`src/rtl/pwm_multi_ch.sv`:
```
// pwm_multi_ch: N-channel PWM timer with a shared prescaler and counter.
// Period, prescaler and duty are double-buffered into shadows at the update event.
// Each channel has a complementary high/low output pair with programmable dead-time.
// Ports:
//   clk, rst           - clock, asynchronous active-high reset
//   wr_en, addr,       - register write strobe, address and data
//   wr_data
//   rd_en, rd_data     - read strobe and registered read data
//   pwm_h, pwm_l       - per-channel high/low outputs
//   upd_evt            - one-clk pulse after each update event
module pwm_multi_ch #(
   parameter int WIDTH = 16,
   parameter int NCH   = 4,
   parameter int DT_W  = 8
) (
   input  logic             clk,
   input  logic             rst,
   input  logic             wr_en,
   input  logic             rd_en,
   input  logic [3:0]       addr,
   input  logic [WIDTH-1:0] wr_data,
   output logic [WIDTH-1:0] rd_data,
   output logic [NCH-1:0]   pwm_h,
   output logic [NCH-1:0]   pwm_l,
   output logic             upd_evt
);

   localparam logic [3:0] A_CTRL   = 4'd0;
   localparam logic [3:0] A_PERIOD = 4'd1;
   localparam logic [3:0] A_PRESC  = 4'd2;
   localparam logic [3:0] A_DT     = 4'd3;

   logic [1:0]       ctrl_q, ctrl_d;
   logic [WIDTH-1:0] period_q, period_d;
   logic [WIDTH-1:0] presc_q, presc_d;
   logic [DT_W-1:0]  dt_q, dt_d;
   logic [WIDTH-1:0] duty_q [NCH];
   logic [WIDTH-1:0] duty_d [NCH];

   logic [WIDTH-1:0] period_sh_q, period_sh_d;
   logic [WIDTH-1:0] presc_sh_q, presc_sh_d;
   logic [WIDTH-1:0] duty_sh_q [NCH];
   logic [WIDTH-1:0] duty_sh_d [NCH];

   logic [WIDTH-1:0] psc_q, psc_d;
   logic [WIDTH-1:0] cnt_q, cnt_d;
   logic             dir_q, dir_d;
   logic             upd_q, upd_d;
   logic [NCH-1:0]   ref_q, ref_d;
   logic [DT_W-1:0]  dtc_q [NCH];
   logic [DT_W-1:0]  dtc_d [NCH];
   logic [NCH-1:0]   pwm_h_q, pwm_h_d;
   logic [NCH-1:0]   pwm_l_q, pwm_l_d;
   logic [WIDTH-1:0] rd_data_q, rd_data_d;
   logic [WIDTH-1:0] rd_mux;

   logic en, center, tick;

   assign en      = ctrl_q[0];
   assign center  = ctrl_q[1];
   assign tick    = en && (psc_q == presc_sh_q);
   assign rd_data = rd_data_q;
   assign pwm_h   = pwm_h_q;
   assign pwm_l   = pwm_l_q;
   assign upd_evt = upd_q;

   // Register file writes and registered reads (reads see pre-write values).
   always_comb begin
      ctrl_d   = ctrl_q;
      period_d = period_q;
      presc_d  = presc_q;
      dt_d     = dt_q;
      duty_d   = duty_q;
      rd_mux   = '0;
      if (wr_en) begin
         case (addr)
            A_CTRL:   ctrl_d   = wr_data[1:0];
            A_PERIOD: period_d = wr_data;
            A_PRESC:  presc_d  = wr_data;
            A_DT:     dt_d     = wr_data[DT_W-1:0];
            default:  ;
         endcase
         for (int i = 0; i < NCH; i++)
            if (addr == 4'(4 + i)) duty_d[i] = wr_data;
      end
      case (addr)
         A_CTRL:   rd_mux[1:0]      = ctrl_q;
         A_PERIOD: rd_mux           = period_q;
         A_PRESC:  rd_mux           = presc_q;
         A_DT:     rd_mux[DT_W-1:0] = dt_q;
         default:  ;
      endcase
      for (int i = 0; i < NCH; i++)
         if (addr == 4'(4 + i)) rd_mux = duty_q[i];
      rd_data_d = rd_en ? rd_mux : rd_data_q;
   end

   // Prescaler and counter. In center mode dir_q=1 means counting down;
   // reaching 0 on the way down is turned around by the cnt==0 branch.
   always_comb begin
      psc_d = '0;
      cnt_d = cnt_q;
      dir_d = dir_q;
      upd_d = 1'b0;
      if (!en) begin
         cnt_d = '0;
         dir_d = 1'b0;
      end else begin
         psc_d = tick ? '0 : psc_q + WIDTH'(1);
         if (!center) dir_d = 1'b0;
         if (tick) begin
            if (!center) begin
               if (cnt_q >= period_sh_q) begin
                  cnt_d = '0;
                  upd_d = 1'b1;
               end else begin
                  cnt_d = cnt_q + WIDTH'(1);
               end
            end else if (period_sh_q == '0) begin
               cnt_d = '0;
               dir_d = 1'b0;
               upd_d = 1'b1;
            end else if (cnt_q == '0) begin
               cnt_d = WIDTH'(1);
               dir_d = 1'b0;
               upd_d = 1'b1;
            end else if (!dir_q) begin
               if (cnt_q >= period_sh_q) begin
                  cnt_d = cnt_q - WIDTH'(1);
                  dir_d = 1'b1;
               end else begin
                  cnt_d = cnt_q + WIDTH'(1);
               end
            end else begin
               cnt_d = cnt_q - WIDTH'(1);
            end
         end
      end
   end

   // Shadows track the active registers while idle, else load on update.
   always_comb begin
      period_sh_d = period_sh_q;
      presc_sh_d  = presc_sh_q;
      duty_sh_d   = duty_sh_q;
      if (!en || upd_d) begin
         period_sh_d = period_q;
         presc_sh_d  = presc_q;
         duty_sh_d   = duty_q;
      end
   end

   // Compare and dead-time. dtc counts clks since ref last changed; an
   // output may assert only once that count reaches the dead-time.
   always_comb begin
      ref_d   = '0;
      pwm_h_d = '0;
      pwm_l_d = '0;
      dtc_d   = dtc_q;
      for (int i = 0; i < NCH; i++) begin
         ref_d[i] = en && (cnt_q < duty_sh_q[i]);
         if (!en || (ref_d[i] != ref_q[i]))
            dtc_d[i] = '0;
         else if (dtc_q[i] != '1)
            dtc_d[i] = dtc_q[i] + DT_W'(1);
         pwm_h_d[i] = en && ref_q[i] && (dtc_q[i] >= dt_q);
         pwm_l_d[i] = en && !ref_q[i] && (dtc_q[i] >= dt_q);
      end
   end

   always_ff @(posedge clk or posedge rst) begin
      if (rst) begin
         ctrl_q      <= '0;
         period_q    <= '0;
         presc_q     <= '0;
         dt_q        <= '0;
         period_sh_q <= '0;
         presc_sh_q  <= '0;
         psc_q       <= '0;
         cnt_q       <= '0;
         dir_q       <= 1'b0;
         upd_q       <= 1'b0;
         ref_q       <= '0;
         pwm_h_q     <= '0;
         pwm_l_q     <= '0;
         rd_data_q   <= '0;
         for (int i = 0; i < NCH; i++) begin
            duty_q[i]    <= '0;
            duty_sh_q[i] <= '0;
            dtc_q[i]     <= '0;
         end
      end else begin
         ctrl_q      <= ctrl_d;
         period_q    <= period_d;
         presc_q     <= presc_d;
         dt_q        <= dt_d;
         period_sh_q <= period_sh_d;
         presc_sh_q  <= presc_sh_d;
         psc_q       <= psc_d;
         cnt_q       <= cnt_d;
         dir_q       <= dir_d;
         upd_q       <= upd_d;
         ref_q       <= ref_d;
         pwm_h_q     <= pwm_h_d;
         pwm_l_q     <= pwm_l_d;
         rd_data_q   <= rd_data_d;
         for (int i = 0; i < NCH; i++) begin
            duty_q[i]    <= duty_d[i];
            duty_sh_q[i] <= duty_sh_d[i];
            dtc_q[i]     <= dtc_d[i];
         end
      end
   end

endmodule

```
`config.mk`:
```
export PLATFORM = sky130hd
export DESIGN_NAME = pwm_multi_ch
export DESIGN_NICKNAME = d
export VERILOG_FILES = /design/src/rtl/pwm_multi_ch.sv
export SDC_FILE = /design/constraint.sdc
export NUM_CORES = 1
export LEC_CHECK = 0
export ABC_AREA = 0
export CORE_MARGIN = 2
export CORE_UTILIZATION = 40
export CTS_CLUSTER_DIAMETER = 200
export DETAILED_ROUTE_END_ITERATION = 8
export GPL_ROUTABILITY_DRIVEN = 0
export SETUP_SLACK_MARGIN = 0.4
export SYNTH_ARGS = -nofsm -noshare
export SYNTH_HDL_FRONTEND = slang
export SYNTH_SLANG_ARGS = --single-unit
```
`constraint.sdc`:
```
create_clock -name clk -period 12.4 [get_ports clk]
set_clock_uncertainty 0.15 [all_clocks]
set_input_delay 2.48 -clock clk [delete_from_list [all_inputs] [get_ports clk]]
set_output_delay 2.48 -clock clk [all_outputs]
set_load 0.01 [all_outputs]
```
==> results of run 1 <==
[power groups by stage]
stage	Combinational, uW	Sequential [uW]	Clock [uW]
floorplan	637	1320	0
global placement	774	1410	0
detailed placement	800	1410	0
CTS	808	1400	1030
global route	894	1430	1080
finish	797	1400	1010
[Yosys cell counts, types with 10 or more instances]
cell / number
a221oi_1: 15
and2_1: 10
a21o_1: 36
nor2_1: 59
ha_1: 116
nand4_1: 28
a22o_1: 16
a31oi_1: 24
nand2b_1: 19
nor2b_1: 13
a21oi_1: 61
o21ai_0: 22
a211oi_1: 10
o21a_1: 14
clkbuf_1: 40
and3_1: 18
mux2i_1: 36
dfrtp_1: 296
nand3_1: 27
xnor2_1: 36
inv_1: 111
mux2_4: 40
nand2_1: 111
nor3_1: 16
mux2_2: 166
[state kept, by name (all words and copies together), names as in the netlist]
signal and cells:
period_sh_q 16, dt_q 8, rd_data 16, presc_sh_q 16
pwm_l 4, duty_q 64, dir_q 1, presc_q 16
duty_sh_q 64, upd_evt 1, ctrl_q 2, period_q 16
pwm_h 4, cnt_q 16, ref_q 4, dtc_q 32
psc_q 16
[cell usage in the layout (no fill, tap or decap), types with 7 or more instances in the layout]
master and count:
or2_2 7, mux2i_1 36, inv_1 110, a221oi_1 13
a211oi_1 10, a21o_1 36, a31oi_1 24, a21oi_1 61
nand2b_1 19, nand3_1 27, ha_1 116, xnor2_1 36
dfrtp_1 296, mux2_2 166, buf_4 16, and2_1 10
a22o_1 16, clkbuf_16 36, nand2_1 111, and3_1 18
nor3b_1 8, nand4_1 28, nor2_1 59, o21a_1 13
clkdlybuf4s50_1 48, nor2b_1 13, nor3_1 14, mux2_4 40
o21ai_0 22, xor2_1 9
[critical path, stage by stage]
cell	delay [ns]
clkdlybuf4s50_1	0.62
nor2b_1	0.20
and3_1	0.69
nand2_1	0.61
mux2_2	0.45
[through the flow]
stage | cells | total power [uW] | instance area [um^2] | worst slack [ns] | hold slack [ns]
floorplan | 1455 | 1959 | 16190 | 1.594 | 0.3293
global placement | 1989 | 2180 | 17240 | 7.094 | 0.3387
detailed placement | 1989 | 2212 | 17240 | 7.055 | 0.3420
CTS | 2045 | 3235 | 18350 | 7.588 | 0.3569
global route | 2045 | 3398 | 18350 | 7.411 | 0.3725
finish | 2045 | 3207 | 18350 | 7.579 | 0.3546
[path summary, 6_finish.rpt]
kind                                                 from                         end  slack (ns)  depth (start not counted)
worst max-delay path                              addr[2]       duty_q[2]$_DFFE_PP0P_        7.58                          5
worst min-delay path            duty_sh_q[58]$_DFFE_PP0P_   duty_sh_q[58]$_DFFE_PP0P_        0.35                          1
worst max register to register       cnt_q[7]$_DFFE_PP0P_   duty_sh_q[14]$_DFFE_PP0P_        7.92                          9
worst min register to register  duty_sh_q[58]$_DFFE_PP0P_   duty_sh_q[58]$_DFFE_PP0P_        0.35                          1
max in group asynchronous                             rst          pwm_l[2]$_DFF_PP0_        8.28                          3
min in group asynchronous                             rst  presc_sh_q[14]$_DFFE_PP0P_        2.30                          2
[kinds of logic (layout without fill, tap and decap cells)]
group,count (synthesis),in the layout,share of synthesized area
adder cells (fa/ha/maj),116,116,0.08967
AO/OA/AOI/OAI,248,248,0.1061
multiplexers,242,242,0.1749
AND/OR/NAND/NOR,341,341,0.1054
buffers and inverters,167,232,0.04190
XOR/XNOR,45,45,0.02435
flip-flops,296,296,0.4576
[layout make-up]
| cell class | count | share of cell area |
|---|---|---|
| flip-flops and latches | 296 | 0.4037 |
| well taps | 525 | 0.03580 |
| repair buffers | 64 | 0.03273 |
| inverters | 112 | 0.02332 |
| clock inverters | 9 | 0.006001 |
| multi-input cells | 992 | 0.4438 |
| clock buffers | 47 | 0.05462 |
[per-layer routing]
layer,GRT usage,wire length (um),vias up
met2,0.3213,18720,215
met1,0.2858,19200,5580
li1,-,-,5315
met4,0.05113,831,0
met3,0.02991,1837,50
met5,0,0,-
==> metrics.csv, run 1 <==
metric,value,unit
worstHoldPathType,reg -> reg,
arrival,5.07,ns
dp_hpwl,29040,um
tightest_slew,1.203,ns
drc,0,
cts_setup_buffers,0,
antennaDiodeCount,0,
switching_share,0.3074,
seq_area_frac_synth,0.4576,
hold_violations,0,
avgSynthCellArea,11.12,um^2
cts_buffers,35,
num_rows,73,
cp-start-kind,primary input,
cts-htree-levels,2,
clk_latency,0.53,ns
finalSetupTns,0,ns
clock.fmax,0.2074,GHz
netlist_instances,1455,
drive_gt1_frac,0.1941,
wirelength,40600,um
crit_type,in -> reg,
grt_start_max_net_pins,89,
peakVddDrop,0.00008584,V
cts-root-buf,clkbuf_16,
vias,11160,
routedWlPerCell,19.85,um
cp_max_fo,17,
maxCapViolations,0,
post_cts_resized,0,
via_per_inst,5.457,
synth_edf_count,0,
netlist_top_cells_area,"dfrtp_1, mux2_2, ha_1",
p_comb_frac,0.248,
synth_top_area_frac,0.4576,
area_growth,13.36,%
first_iter_violations,698,
dr.pass1.iters,7,
p_clk_frac,0.316,
nets,1641,
rsz0062_at_grt,no,
portBuffers,48,
p_int,2221,uW
cts_tree,built,
num-fill-cells,3724,
pin_count,49,
finalSetupViolations,0,
period_needed,4.821,ns
ys.flop_type,dfrtp_1,
dieArea,42090,um^2
synthesis.area,16190,um^2
yosysTopAreaCell,dfrtp_1,
status,"complete, no violations",
synth_nets,1595,
globalRouteOverflowTotal,0,
cts.sinks,296,
ys_ff_latch,296,
postRouteAntennaNets,0,
power.leakage,0.008519,uW
multi_input_area,8143,um^2
clock_path_buffers,3,
grt_pass1_wl,65700,um
cp.required,12.65,ns
max_slew_margin,0.1957,
initial_core_util,0.4064,
p_per_area,174.8,nW/um^2
register_area,7407,um^2
grt_pass1_vias,11370,
ys_warn_count,0,
utilization,0.4607,
power.share.sequential,0.436,
dieHeight,205.2,um
fp.dieW,205.2,um
finalCritPeriodShare,0.3888,
slew_viol_final,0,
end_kind,flop,
p_sw,985.8,uW
synthArstFlopShare,1.000,
yosysUniqueCellTypes,63,
core,39820,um^2
antenna_found_initial,0,
clk_pin_slew,0.06,ns
hold_buffers,0,
grt_usage,0.2010,
(Power assumes the default switching activity.)
==> run 2: changes to the inputs <==
==> constraint.sdc (replaced) <==
create_clock -name clk -period 4.2 [get_ports clk]
set_clock_uncertainty 0.15 [all_clocks]
set_input_delay 0.84 -clock clk [delete_from_list [all_inputs] [get_ports clk]]
set_output_delay 0.84 -clock clk [all_outputs]
set_load 0.01 [all_outputs]
==> run 2 against run 1 <==
Flip-flop and latch count stayed put. Critical path type is now reg -> reg. Power grew to 3.0 times the previous value. Global-route usage is 0.16 points higher. Via count up 1.8%. Worst setup slack got worse by 6.9 ns. Register-to-register slack got worse by 7.2 ns. Largest cell class unchanged. Critical endpoint is now duty_sh_q[9]$_DFFE_PP0P_.
==> metrics.csv, run 2 (synthesized netlist as in run 1, its figures left out) <==
metric,value,unit
final_cell_mix,"dfrtp_1, mux2_2, ha_1",
reg2reg_depth,9,
min_path_cells,1,
drt-met1-wl,19150,um
fin_area,18700,um^2
worstHoldPathType,reg -> reg,
clk_latency,0.52,ns
switching_share,0.2992,
cp_cell_sequence,ha_1 -> and2_1 -> a221oi_1 -> o21a_1 -> o21ai_0 -> o21ai_1 -> o21a_4 -> buf_12 -> mux2_2,
vias,11360,
core,39820,um^2
finalSetupViolations,0,
cp_max_fo,72,
finalSetupTns,0,ns
slew_viol_final,0,
p_comb_frac,0.249,
cts_buffers,35,
peakVddDrop,0.0002447,V
via_per_inst,5.486,
power.leakage,0.008703,uW
clk_pin_slew,0.06,ns
stdcell_count,2071,
cts-htree-levels,2,
grt_pass1_vias,11630,
area_growth,15.52,%
dp_cells,2011,
max_slew_margin,0.1485,
nets,1663,
p_per_area,519.8,nW/um^2
r2r-start,cnt_q[7]$_DFFE_PP0P_,
fp.dieW,205.2,um
p_clk_frac,0.330,
hold_ws,0.3546,ns
highest_layer,met4,
cts.sinks,296,
drive_gt1_frac,0.2083,
cp_num_cells,9,
p_sw,2908,uW
clock.fmax,0.2859,GHz
post_cts_resized,0,
worstSetupStartpoint,cnt_q[7]$_DFFE_PP0P_,
dieHeight,205.2,um
clock_path_buffers,3,
drc,0,
slowest_stage,dfrtp_1,
rsz0062_at_grt,no,
critical_path.top_delay_family,compound AO/OA/AOI/OAI gates,
arrival,3.75,ns
post_dp_cell_area,17470,um^2
slowest_delay,0.63,ns
hold_violations,0,
tightest_slew,1.275,ns
wirelength,41160,um
globalRouteOverflowTotal,0,
routedWlPerCell,19.87,um
status,"complete, no violations",
cp.required,4.45,ns
dr.pass1.iters,5,
pin_count,49,
top_regs,"duty_q (64), duty_sh_q (64), dtc_q (32)",
cts-root-buf,clkbuf_16,
antenna_found_initial,0,
dieArea,42090,um^2
grt_start_max_net_pins,73,
dp_hpwl,29230,um
grt_usage,0.2026,
grt_pass1_wl,65850,um
hp-start,duty_sh_q[7]$_DFFE_PP0P_,
maxCapViolations,0,
power.share.sequential,0.421,
layout_commonest_cell,dfrtp_1,
first_iter_violations,641,
postRouteAntennaNets,0,
cp-start-kind,flop,
met2WireLength,19330,um
num_rows,73,
initial_core_util,0.4064,
cts_setup_buffers,0,
critPathBufInv,1,
portBuffers,48,
crit_type,reg -> reg,
finalCritPeriodShare,0.8328,
hold_buffers,0,
period_needed,3.498,ns
cts_tree,built,
end_kind,flop,
antennaDiodeCount,0,
wl_met3,1702,um
p_int,6811,uW
[run 2: power groups by stage]
stage,combinational [uW],sequential (uW),clock (uW)
5_1_grt,2710,4180,3400
3_5_place_dp,2430,4130,0
6_report,2420,4090,3210
2_1_floorplan,1880,3910,0
3_3_place_gp,2350,4110,0
4_1_cts,2450,4090,3280
[run 2: cell type report]
cell class | count | area (um^2)
clock buffers | 51 | 1079
clock inverters | 9 | 147.6
flip-flops and latches | 296 | 7407
inverters | 112 | 424.2
well taps | 525 | 656.9
repair buffers | 86 | 840.8
fillers | 3660 | 21130
multi-input cells | 992 | 8143
[run 2: per-stage QoR]
| stage | power (uW) | utilization | setup slack [ns] |
|---|---|---|---|
| finish | 9720 | 0.4695 | 0.7024 |
| floorplan | 5786 | - | -0.7211 |
| CTS | 9817 | 0.4695 | 0.7411 |
| global placement | 6458 | 0.4387 | 0.8681 |
| global route | 10280 | 0.4695 | 0.5369 |
| detailed placement | 6561 | 0.4387 | 0.7696 |
[run 2: metal layers]
metal  vias to the layer above  GRT usage
met1                      5731     0.2764
met4                         0    0.05910
met5                         -          0
met3                        67    0.03293
li1                       5361          -
met2                       202     0.3320
[run 2: worst paths after layout]
path	slack [ns]	end
min in group asynchronous	0.63	presc_q[15]$_DFFE_PP0P_
setup / recovery	0.70	duty_sh_q[9]$_DFFE_PP0P_
max in group asynchronous	2.36	period_sh_q[9]$_DFFE_PP0P_
setup reg to reg	0.70	duty_sh_q[9]$_DFFE_PP0P_
hold reg to reg	0.35	duty_sh_q[7]$_DFFE_PP0P_
hold / removal	0.35	duty_sh_q[7]$_DFFE_PP0P_
==> run 3: changes to the inputs <==
==> constraint.sdc (replaced) <==
create_clock -name clk -period 3.5 [get_ports clk]
set_clock_uncertainty 0.15 [all_clocks]
set_input_delay 0.7 -clock clk [delete_from_list [all_inputs] [get_ports clk]]
set_output_delay 0.7 -clock clk [all_outputs]
set_load 0.01 [all_outputs]
==> run 3 against run 2 <==
Routed wire length is 2.6% higher. Non-clock buffer count up 18. Worst hold slack worse by 0.0032 ns. First-iteration DRC count up 5.3%. Count of clock-buffer cells in the layout decreased by 2. Core utilization rose by 0.48 points. Clock power increased by 22%. Final cell count up 0.97%. Die area unchanged. Via count up 0.70%. Sequential power is 20% higher. Final area increased by 1.0%. Largest cell class unchanged.
==> metrics.csv, run 3 (synthesized netlist as in run 1, its figures left out) <==
metric,value,unit
post_cts_resized,0,
cts_tree,built,
cp.required,3.74,ns
postRouteAntennaNets,0,
multi_input_area,8147,um^2
clk_latency,0.53,ns
finalCritPeriodShare,0.8593,
grt_usage,0.2084,
pin_count,49,
final_cell_mix,"dfrtp_1, mux2_2, ha_1",
num-fill-cells,3737,
period_needed,3.008,ns
end_kind,flop,
dp_hpwl,30380,um
antennaDiodeCount,0,
min_path_cells,1,
p_sw,3552,uW
use_met1,0.2870,
arrival,3.25,ns
power.share.sequential,0.418,
reg2reg_depth,7,
nets,1681,
max_slew_margin,0.1986,
cts_buffers,35,
maxCapViolations,0,
clock_path_buffers,3,
dieArea,42090,um^2
cts.sinks,296,
grtUsageMet2,0.3434,
cp_max_fo,31,
area_growth,16.71,%
first_iter_violations,675,
cts_setup_buffers,0,
endpoint,presc_sh_q[15]$_DFFE_PP0P_,
num_rows,73,
hp-start,duty_sh_q[33]$_DFFE_PP0P_,
via_per_inst,5.472,
crit_type,reg -> reg,
switching_share,0.3016,
dieHeight,205.2,um
core,39820,um^2
layout_commonest_cell,dfrtp_1,
dr.pass1.iters,8,
hold_ws,0.3515,ns
status,"complete, no violations",
slew_viol_final,0,
clk_pin_slew,0.06,ns
worstSetupStartpoint,cnt_q[8]$_DFFE_PP0P_,
power.leakage,0.008806,uW
top_regs,"duty_q (64), duty_sh_q (64), dtc_q (32)",
routedWlPerCell,20.19,um
portBuffers,48,
globalRouteOverflowTotal,0,
rsz0062_at_grt,no,
cts-root-buf,clkbuf_16,
p_int,8225,uW
rr_endpoint,presc_sh_q[15]$_DFFE_PP0P_,
grt_pass1_wl,68030,um
grt_start_max_net_pins,55,
finalSetupTns,0,ns
initial_core_util,0.4064,
tightest_slew,1.200,ns
worstHoldPathType,reg -> reg,
stdcell_count,2091,
hold_violations,0,
hold_buffers,0,
grt_pass1_vias,11950,
drc,0,
fin_ws,0.4924,ns
grt-busiest-layer,met2,
fp.dieW,205.2,um
r2r_slack,0.49,ns
antenna_found_initial,1,
r2r-start,cnt_q[8]$_DFFE_PP0P_,
use_met3,0.02704,
dp_cells,2029,
p_clk_frac,0.333,
finalSetupViolations,0,
clock.fmax,0.3325,GHz
vias,11440,
p_per_area,623.5,nW/um^2
place_ws,0.4256,ns
peakVddDrop,0.0002880,V
cts-htree-levels,2,
register_area,7408,um^2
cp-start-kind,flop,
wirelength,42220,um
drive_gt1_frac,0.2190,
p_comb_frac,0.249,
==> run 3: through the flow <==
stage	total power (uW)	area [um^2]	utilization
4_1_cts	11900	18880	0.4742
3_3_place_gp	7793	17640	0.4431
2_1_floorplan	6943	16190	-
5_1_grt	12440	18890	0.4743
6_report	11780	18890	0.4743
3_5_place_dp	7912	17640	0.4431
==> run 3: final cells by class <==
class | instances | share of cell area
tap | 525 | 0.03478
inverter | 112 | 0.02245
timing repair buffer | 104 | 0.05365
clock inverter | 13 | 0.01053
multi-input combinational | 992 | 0.4313
clock buffer | 49 | 0.05511
sequential | 296 | 0.3922
==> run 3: worst min path at each step <==
stage,endpoint,slack (ns)
floorplan,duty_sh_q[60]$_DFFE_PP0P_,0.33
global placement,duty_sh_q[28]$_DFFE_PP0P_,0.34
detailed placement,duty_sh_q[37]$_DFFE_PP0P_,0.34
CTS,duty_sh_q[23]$_DFFE_PP0P_,0.36
global route,duty_sh_q[37]$_DFFE_PP0P_,0.36
finish,duty_sh_q[33]$_DFFE_PP0P_,0.35
==> run 3: worst max-delay path, stage by stage, from the launching register on <==
cell and delay (ns):
dfrtp_1 0.50, or4_1 0.59, nor3_1 0.42, a41o_2 0.33, o21ai_2 0.09, o21a_4 0.25, buf_12 0.18, mux2_4 0.33
==> run 3: metal layers <==
metal,vias up,share of wire
met5,-,0
met4,0,0.022
met3,57,0.037
met2,197,0.48
met1,5793,0.46
li1,5394,-
==> run 3: power groups by stage <==
stage / combinational, uW / clock, uW / sequential, uW
after floorplan: 2260 / 0 / 4690
after global placement: 2860 / 0 / 4940
after detailed placement: 2940 / 0 / 4970
after CTS: 2970 / 4020 / 4920
after global routing: 3260 / 4160 / 5030
final: 2930 / 3930 / 4920
==> variant, RTL diff (settings of run 2) <==
Set the parameter `DT_W` to 12 (it was 8).
--- a/src/rtl/pwm_multi_ch.sv
+++ b/src/rtl/pwm_multi_ch.sv
@@ -12,5 +12,5 @@
    parameter int WIDTH = 16,
    parameter int NCH   = 4,
-   parameter int DT_W  = 8
+   parameter int DT_W  = 12
 ) (
    input  logic             clk,
Check against the original RTL: not equivalent (a bounded check fails within 4 cycles, from zero or initial values and one cycle with rst high).
==> variant against run 2 <==
  * Total power increased by 5.2%
  * Sequential cell count rose by 20
  * Synthesized area increased by 11%
  * Worst setup slack worse by 0.14 ns
  * Count of clock-buffer cells in the layout increased by 3
  * Wire length up 19%
  * Largest cell class unchanged
  * First-iteration DRC count grew 50%
  * Global-route usage rose by 0.97 points
  * Critical endpoint is now duty_sh_q[13]
  * Cell area increased by 9.9%
  * Non-clock buffer count fell by 2
==> variant: results (changes against run 2) <==
- Reg clk slew, reported paths: 0.06 ns (about the same)
- Met3 usage: 0.03058 (-0.002345)
- Post-CTS Setup Bufs: 0 (unchanged)
- Metal2 WL: 22.14 mm (+15%)
- Worst EP arrival: 3.93 ns (+0.18 ns)
- Hold WC Path Type: register to register
- Fillers: 4,083 (+12%)
- Post-synth EDFFs: 0 (unchanged)
- Placement Setup Slack: 0.4751 ns (-0.2945 ns)
- Post-synthesis mux area share: 0.1641 (-0.01077)
- Yosys cell types: 73 (+16%)
- Worst Hold Endpoint: duty_sh_q[15]
- Largest regs: duty_q: 64 flops, duty_sh_q: 64 flops, dtc_q: 48 flops
- Post-synth top cells: dfrtp_1, mux2_2, nand2_1
- Min-delay src: duty_sh_q[15]
- Drt pass-1 iters: 8 (+3)
- Worst reg2reg setup slack: 0.56 ns (-0.14 ns)
- P_seq: 4380 uW (+7.1%)
- Gate Count Post-Synth: 1,687 (+16%)
- Total GRT Usage: 0.2123 (+0.009659)
- M2 GR Usage: 0.3332 (+0.001180)
- Post-synthesis adder-cell area fraction: 0.09197 (+0.002301)
- Critical path fanouts, max: 96 (+33%)
- Vias per cell: 5.593 (+1.9%)
- XOR/XNOR share of the synthesized area: 0.02878 (+0.004426)
- Complex-gate fraction of the synthesized area: 0.1180 (+0.01189)
- Register area share after synthesis: 0.4404 (-0.01728)
- Sw frac: 0.3207 (+0.02152)
- Drt initial violations: 964 (+50%)
- Cell Area, Placed: 19,240 um^2 (+10%)
- Total CTS buffers: 38 (+8.6%)
- Initial antenna violation count: 2 (+2)
- Leak: 0.009661 uW (+11%)
- Seq pwr share: 0.428 (+0.007)
- Met1 WL: 23.21 mm (+21%)
- Final nets: 1,898 (+14%)
- Cells after DPL: 2,294 (+14%)
- Hpwl dp: 35.35 mm (+21%)
- Syn Nets: 1,843 (+16%)
- Post_cts resized: 0 (unchanged)
- CTS H-tree lvls: 2 (unchanged)
- Slew @ Worst Pin: 0.9008 ns (-0.3738 ns)
- Capturing point of the worst reg2reg path: duty_sh_q[13]
- M1 GR Usage: 0.2992 (+0.02281)
- Synth area leaders: dfrtp_1, mux2_2, ha_1, nand2_1, mux2_1
- Fin cells: 2,361 (+14%)
- Tcrit/Tclk final: 0.8659 (+0.03316)
- Worst vdd ir: 319.7 uV (+31%)
- Root buffer cell: clkbuf_16
- First-pass GRT wire length: 77.34 mm (+17%)
- Drt total wl: 48.87 mm (+19%)
- Largest net degree at the start of global routing: 97 (+33%)
- WL met3: 2.037 mm (+20%)
- Fraction of layout cells with a size suffix above 1: 0.1764 (-0.03191)
- Clock latency on the worst-skew pair: 0.56 ns (+0.04 ns)
- Setup crit start: cnt_q[0]
- Logic gate share of total power: 0.238 (-0.011)
- Run status: complete, no violations
- Cells on worst reg2reg path: 10 (+1)
- Fin Hold WS: 0.3319 ns (-0.02272 ns)
-- variant: cell count changes in the layout (fill, tap and decap cells not counted), moves of 13 or more --
cell     change
nand2_1     +31
mux2_2      +19
ha_1        +16
mux2_4      -40
xor2_1      +24
and3_1      +13
mux2_1      +42
dfrtp_1     +20
nor2_1      +44
o21ai_0     +38
-- variant: cell type report --
type	count	area, um^2	share of cell area
clock buffers	54	1131	0.05503
clock inverters	13	173.9	0.008461
inverters	117	442.9	0.02155
multi-input cells	1185	9338	0.4543
flip-flops and latches	316	7908	0.3847
well taps	592	740.7	0.03604
repair buffers	84	820.8	0.03993
-- variant: worst max-delay path, cell delays in order, from the launching register on --
cell       delay, ns
dfrtp_1         0.51
inv_1           0.23
ha_1            0.32
nand2b_1        0.13
a2111oi_2       0.09
or4b_1          0.66
nand3_2         0.27
o21bai_4        0.09
o21ai_4         0.16
buf_12          0.42
mux2_2          0.40
